--- src/rtl/div_32_seq.sv ---
// Multi-cycle signed integer divider for the ALU DIV instruction.
// Non-restoring shift/subtract over WIDTH iterations, start/done handshake.
// The quotient is truncated toward zero. The remainder takes the sign of the dividend.
module div_32_seq #(
    parameter int unsigned WIDTH = 32
) (
    input  logic             clk,
    input  logic             clr,
    input  logic             start,
    input  logic [WIDTH-1:0] dividend,
    input  logic [WIDTH-1:0] divisor,
    output logic             busy,
    output logic             done,
    output logic [WIDTH-1:0] quotient,
    output logic [WIDTH-1:0] remainder,
    output logic             div_by_zero
);

    localparam int unsigned    CW   = $clog2(WIDTH);
    localparam logic [CW-1:0]  LAST = CW'(WIDTH - 1);

    typedef enum logic [1:0] {
        S_IDLE,
        S_RUN,
        S_FIX,
        S_DONE
    } state_t;

    state_t           state_q;
    logic [CW-1:0]    cnt_q;
    logic [WIDTH:0]   part_q;     // partial remainder with extra sign bit
    logic [WIDTH-1:0] work_q;     // dividend magnitude shifting out, quotient shifting in
    logic [WIDTH-1:0] dvs_q;      // divisor magnitude
    logic             q_neg_q;
    logic             r_neg_q;
    logic             busy_q;
    logic             done_q;
    logic             dbz_q;
    logic [WIDTH-1:0] quotient_q;
    logic [WIDTH-1:0] remainder_q;

    logic [WIDTH-1:0] a_mag_d;
    logic [WIDTH-1:0] b_mag_d;
    logic [WIDTH:0]   shift_d;
    logic [WIDTH:0]   part_d;
    logic [WIDTH:0]   rfix_d;
    logic [WIDTH-1:0] q_res_d;
    logic [WIDTH-1:0] r_res_d;

    // Operand magnitudes. The most negative value maps to 2^(WIDTH-1) as an unsigned number.
    always_comb begin
        a_mag_d = dividend[WIDTH-1] ? -dividend : dividend;
        b_mag_d = divisor[WIDTH-1]  ? -divisor  : divisor;
    end

    // One non-restoring step. Add the divisor when the partial remainder is negative,
    // otherwise subtract it.
    always_comb begin
        shift_d = {part_q[WIDTH-1:0], work_q[WIDTH-1]};
        if (part_q[WIDTH]) begin
            part_d = shift_d + {1'b0, dvs_q};
        end else begin
            part_d = shift_d - {1'b0, dvs_q};
        end
    end

    // Final correction: restore a negative remainder once, then apply the signs.
    always_comb begin
        rfix_d  = part_q[WIDTH] ? (part_q + {1'b0, dvs_q}) : part_q;
        q_res_d = q_neg_q ? -work_q : work_q;
        r_res_d = r_neg_q ? -rfix_d[WIDTH-1:0] : rfix_d[WIDTH-1:0];
    end

    // Control FSM with the working datapath and registered outputs.
    // A divide by zero enters DONE with done low. It then spends one extra DONE cycle
    // publishing the result, which gives it a two-edge latency without ever raising busy.
    always_ff @(posedge clk or negedge clr) begin
        if (!clr) begin
            state_q     <= S_IDLE;
            cnt_q       <= '0;
            part_q      <= '0;
            work_q      <= '0;
            dvs_q       <= '0;
            q_neg_q     <= 1'b0;
            r_neg_q     <= 1'b0;
            busy_q      <= 1'b0;
            done_q      <= 1'b0;
            dbz_q       <= 1'b0;
            quotient_q  <= '0;
            remainder_q <= '0;
        end else begin
            case (state_q)
                S_IDLE: begin
                    done_q <= 1'b0;
                    if (start) begin
                        dbz_q   <= 1'b0;
                        cnt_q   <= '0;
                        part_q  <= '0;
                        q_neg_q <= dividend[WIDTH-1] ^ divisor[WIDTH-1];
                        r_neg_q <= dividend[WIDTH-1];
                        if (divisor == '0) begin
                            work_q  <= dividend;
                            dvs_q   <= '0;
                            state_q <= S_DONE;
                        end else begin
                            work_q  <= a_mag_d;
                            dvs_q   <= b_mag_d;
                            busy_q  <= 1'b1;
                            state_q <= S_RUN;
                        end
                    end
                end
                S_RUN: begin
                    part_q <= part_d;
                    work_q <= {work_q[WIDTH-2:0], ~part_d[WIDTH]};
                    cnt_q  <= cnt_q + 1'b1;
                    if (cnt_q == LAST) begin
                        state_q <= S_FIX;
                    end
                end
                S_FIX: begin
                    quotient_q  <= q_res_d;
                    remainder_q <= r_res_d;
                    busy_q      <= 1'b0;
                    done_q      <= 1'b1;
                    state_q     <= S_DONE;
                end
                S_DONE: begin
                    if (!done_q) begin
                        quotient_q  <= '1;
                        remainder_q <= work_q;
                        dbz_q       <= 1'b1;
                        done_q      <= 1'b1;
                    end else begin
                        done_q  <= 1'b0;
                        state_q <= S_IDLE;
                    end
                end
                default: begin
                    state_q <= S_IDLE;
                end
            endcase
        end
    end

    assign busy        = busy_q;
    assign done        = done_q;
    assign quotient    = quotient_q;
    assign remainder   = remainder_q;
    assign div_by_zero = dbz_q;

endmodule

--- config.mk ---
export PLATFORM = sky130hd
export DESIGN_NAME = div_32_seq
export DESIGN_NICKNAME = d
export VERILOG_FILES = /design/src/rtl/div_32_seq.sv
export SDC_FILE = /design/constraint.sdc
export NUM_CORES = 1
export LEC_CHECK = 0
export ABC_CLOCK_PERIOD_IN_PS = 7400
export CAP_MARGIN = 25
export CORE_ASPECT_RATIO = 0.75
export CORE_MARGIN = 1
export CORE_UTILIZATION = 40
export CTS_BUF_LIST = sky130_fd_sc_hd__clkbuf_8
export DETAILED_ROUTE_END_ITERATION = 10
export PLACE_DENSITY = 0.61
export REMOVE_ABC_BUFFERS = 1
export SLEW_MARGIN = 10
export SYNTH_ARGS = -nofsm -noshare
export SYNTH_HDL_FRONTEND = slang
export SYNTH_SLANG_ARGS = --single-unit
--- constraint.sdc ---
create_clock -name clk -period 7.4 [get_ports clk]
set_input_delay 1.11 -clock clk [delete_from_list [all_inputs] [get_ports clk]]
set_output_delay 1.11 -clock clk [all_outputs]
set_load 0.03 [all_outputs]
* Word-level counts from Yosys, hierarchy flattened *
Index checks and enable logic that the tools add are counted.

storage, ports and cells
  register bits after elaboration = 173
  input port bits = 67
  output and inout port bits = 67
  logic and storage cells = 75

cells by class
  add/sub/neg operators = 8
  equality and inequality tests = 9
  muxes and demuxes = 31
  bitwise logic cells = 2
  reduce and logical (&&, ||, !) cells = 13

operators by type and width
  kind                 number
  $mux 32              10
  $pmux 32 s2          3
  $neg 32->32          4
  $mux 33              2
  $pmux 33 s2          1
  $add 33x32->33       1
  $sub 33x32->33       1
  $add 32x32->32       1
  $logic_not 32->1     1
  $ne 2x2->1 const B   5
  $pmux 5 s2           1
  $reduce_and 3->1     3
  $mux 2               4
  $pmux 2 s4           1
  $reduce_bool 2->1    4
  $reduce_and 2->1     3
  $add 5x1->5 const B  1
  $eq 5x5->1 const B   1
  $mux 1               5
  $mux 5               1
  $eq 2x2->1 const B   2
  $pmux 1 s2           2
  $pmux 1 s3           1
  $reduce_bool 3->1    1
  other kinds (4)      4

* Depth between registers and ports, before layout *
  depth in word-level cells = 5
  gate-level depth with buffers = 21
  mapped depth without buffers = 19

* Worst setup path before layout *
No wires, ideal clock.

  kind = register to register
  start = register part_q[32]
  end = register part_q[26]
  library setup time = 0.124 ns
  arrival = 5.008 ns
  required time = 7.276 ns
  setup slack = 2.268 ns
  stages on the path, launching flop included = 22
  buffers on the path = 8
  period minus slack after synthesis = 5.132 ns
  path through = dfrtp_1 -> clkbuf_1 -> buf_1 -> buf_2 -> buf_2 -> buf_1 -> buf_1 -> clkbuf_1 -> buf_1 -> nor2_1 -> xor2_1 -> ha_1 -> nor2b_1 -> o21a_1 -> o21ai_1 -> a21oi_1 -> o311ai_1 -> a21oi_1 -> o21ai_1 -> a41oi_1 -> a21o_1 -> a211o_1

between the ends
  longest elaborated chain between the ends = 2

RTL lines
  what                      RTL line  RTL
  start: declaration        31        logic [WIDTH:0] part_q;
  start signal: assignment  114       part_q <= part_d;
  $mux 33                   60        if (part_q[WIDTH]) begin
  $pmux 33 s2               92        case (state_q)

Every way passes these cells.
A chain may end at the register's enable or synchronous reset.

* Worst setup path in the final report *
  start = register dvs_q[5]
  end = register work_q[0]

between the ends
  longest elaborated chain between the ends = 4
  elaborated cells on any way between the ends = 5
  classes of those cells = 2 x add/sub; 2 x mux; 1 x bitwise

RTL lines
  what                                              RTL line  RTL
  start: declaration                                33        logic [WIDTH-1:0] dvs_q;
  start signal: assignment                          107       dvs_q <= b_mag_d;
  $sub 33x32->33 or $add 33x32->33 (tied branches)  63, 61
  $mux 33 *                                         60
  $not 1->1 *                                       115       work_q <= {work_q[WIDTH-2:0], ~part_d[WIDTH]};
  $pmux 32 s2 *                                     92
  end signal: assignment                            102       work_q <= dividend;
  end signal: assignment                            106       work_q <= a_mag_d;
  end signal: assignment                            115
  end: declaration                                  32        logic [WIDTH-1:0] work_q;

Mark *: on every way between the ends. The rest lies on a longest branch, timed or not.

==> out/metrics.yaml <==
finish:
  drive_gt1_frac: 0.0487
  multi_input_area_um2: 9920
  nNetsFinal: 2040
  fillers: 3489
  seqCellArea_um2: 4330
  area_growth_pct: 14.7
  final_core_util: 0.469
sta:
  post-route-period-util: 0.676
  worst_slew_pin_slew_ns: 1.12
  period_minus_slack_ns: 5.00
  fmax_ghz: 0.200
  rsz0062_at_grt: "false"
  fin_skew_ns: 0.0124
  finalSetupViolCount: 0
  drv_slew: 0
  hold_violations: 0
  relSlewSlack: 0.252
synthesis:
  syn_area_um2: 14800
  avgSynthCellArea_um2: 8.12
  yosysUniqueCellTypes: 81
  synth_edf_count: 0
  yosysTopAreaCellShare: 0.293
  synth_top_area_cell: "dfrtp_1"
  ys_seq_area_frac: 0.293
  synth.most_common_cell: "nand2_1"
  syn-instance-count: 1819
  synthTopCellsByArea: "dfrtp_1 (29%), ha_1 (6.4%), xor2_1 (6.0%)"
  ys_ff_latch: 173
  yosysWarningCount: 0
  async_flop_share: 1.00
  ys_top_cells_by_count: "nand2_1 (205), dfrtp_1 (173), a21oi_1 (148)"
  synth_ff_type: "dfrtp_1"
route:
  post_drt_wl_per_cell_um: 18.7
  antenna_left: 0
  routed_wl_um: 44900
  first_iter_violations: 1170
  dr.pass1.iters: 7
  vias: 14000
  drt-vias-per-instance: 5.82
  drc: 0
placement:
  place_hpwl_um: 33700
  portBuffers: 133
  gp_congestion: 0.905
clock_network:
  cts_hold_buf: 0
  cts_resized: 0
  cts_sinks: 173
  clk_latency_ns: 0.50
  clockBufferDepth: 2
  clock-root-buffer: "clkbuf_8"
  htree_levels: 4
  clk_pin_slew_ns: 0.10
  cts_inserted_buffers: 17
  cts_setup_buffers: 0
  cts_tree: "built"
floorplan:
  chipHeight_um: 168
  initial_core_util: 0.409
  coreArea_um2: 36100
  ioPinCount: 134
  die_w_um: 224
  dieArea_um2: 37700
  rows: 60
grt:
  grt_max_degree: 103
  grt_overflow: 0
  grt_pass1_wl_um: 71900
  grt_usage: 0.240
  first_global_vias: 12900
  antenna_found_initial: 0
worst_setup_path:
  start_kind: "flip-flop"
  path_max_fanout: 5
  worstPathArrival_ns: 5.33
  worst_path_max_delay_cell: "xnor2_1"
  setup.worst_path.end_class: "flip-flop"
  critical_path.max_stage_delay_ns: 0.62
  crit_chain: "or3_1 > or3_1 > nor2_1 > and3b_1 > and3_1 > a21oi_1 > xor2_1 > ha_1 > a211oi_1 > nor2_1 > o31ai_1 > nand2_1 > a211oi_1 > o21ai_0 > xnor2_1 > a222oi_1"
  cp_data_required_time_ns: 7.72
  path_class: "flip-flop to flip-flop"
hold_path:
  hp-class: "input port to async pin"
outcome:
  outcome: "completed"
flow_run:
  timing.max_cap.violations: 0
state kept, by name (all words and copies together), names as in the netlist, 2 cells and up:
name,count
state_q,2
remainder,32
cnt_q,5
dvs_q,32
quotient,32
work_q,32
part_q,33
cell usage in the layout, fill, tap and decap left out, drive strengths merged, types with 23 or more instances in the layout:
cell           count
ha                75
nand3             29
a211oi            34
a21oi            148
a21o              31
xor2             101
dfrtp            173
nor3              35
o21ai            184
nor2             138
xnor2             75
clkdlybuf4s50    132
nand2            205
mux2i             57
nor2b             24
or3               32
inv               46
nand4             23
o31ai             41
final timing paths:
path	slack [ns]	start	endpoint	cells after the start
max in group asynchronous	5.54	clr	quotient[24]	4
worst min register to register	0.53	remainder[16]	remainder[16]	2
min in group clk	0.53	remainder[16]	remainder[16]	2
worst max register to register	2.40	dvs_q[5]	work_q[0]	16
worst min-delay path	0.44	clr	dvs_q[7]	1
worst max-delay path	2.40	dvs_q[5]	work_q[0]	16
final cells by class:
class / count / area share
Multi-Input combinational cell: 1511 / 0.585
Sequential cell: 173 / 0.256
Timing Repair Buffer: 151 / 0.0909
Tap cell: 496 / 0.0366
Clock buffer: 17 / 0.0138
Inverter: 42 / 0.00931
Clock inverter: 15 / 0.00805
Antenna cell: 1 / 0.000148
layer usage:
layer	part of all wire	vias up	routed length, um	global-route usage
met5	0	-	0	0
met4	0.0084	0	379	0.0414
met3	0.045	30	2010	0.0330
met2	0.44	328	19800	0.371
met1	0.51	6808	22700	0.357
li1	-	6827	-	-
stage by stage:
stage               area, um2  cells  worst slack (ns)  TNS [ns]  hold WS [ns]
floorplan               14400   1726            -0.854    -14.06         0.480
CTS                     16900   2402              2.44         0         0.528
detailed placement      16500   2370              1.92         0         0.499
finish                  16900   2406              2.40         0         0.438
global route            16900   2405              2.17         0         0.423
global placement        16500   2369              2.10         0         0.497
worst max-delay path: cells and delay by family (launching register included):
kind / cells / cell delay (ns)
flip-flops: 1 / 0.45
AND/OR/NAND/NOR: 7 / 1.74
AO/OA/AOI/OAI: 6 / 1.48
XOR/XNOR: 2 / 0.80
adder cells (fa/ha/maj): 1 / 0.35
kinds of logic after synthesis:
family / count (synthesis) / share of synthesized area
AO/OA/AOI/OAI: 601 / 0.261
XOR/XNOR: 176 / 0.104
adder cells (fa/ha/maj): 77 / 0.0663
buffers and inverters: 135 / 0.0365
flip-flops: 173 / 0.293
multiplexers: 67 / 0.0463
AND/OR/NAND/NOR: 590 / 0.193
Power is not shown: default switching activity piles up to over one toggle a cycle in this logic, so the estimate is an artifact.
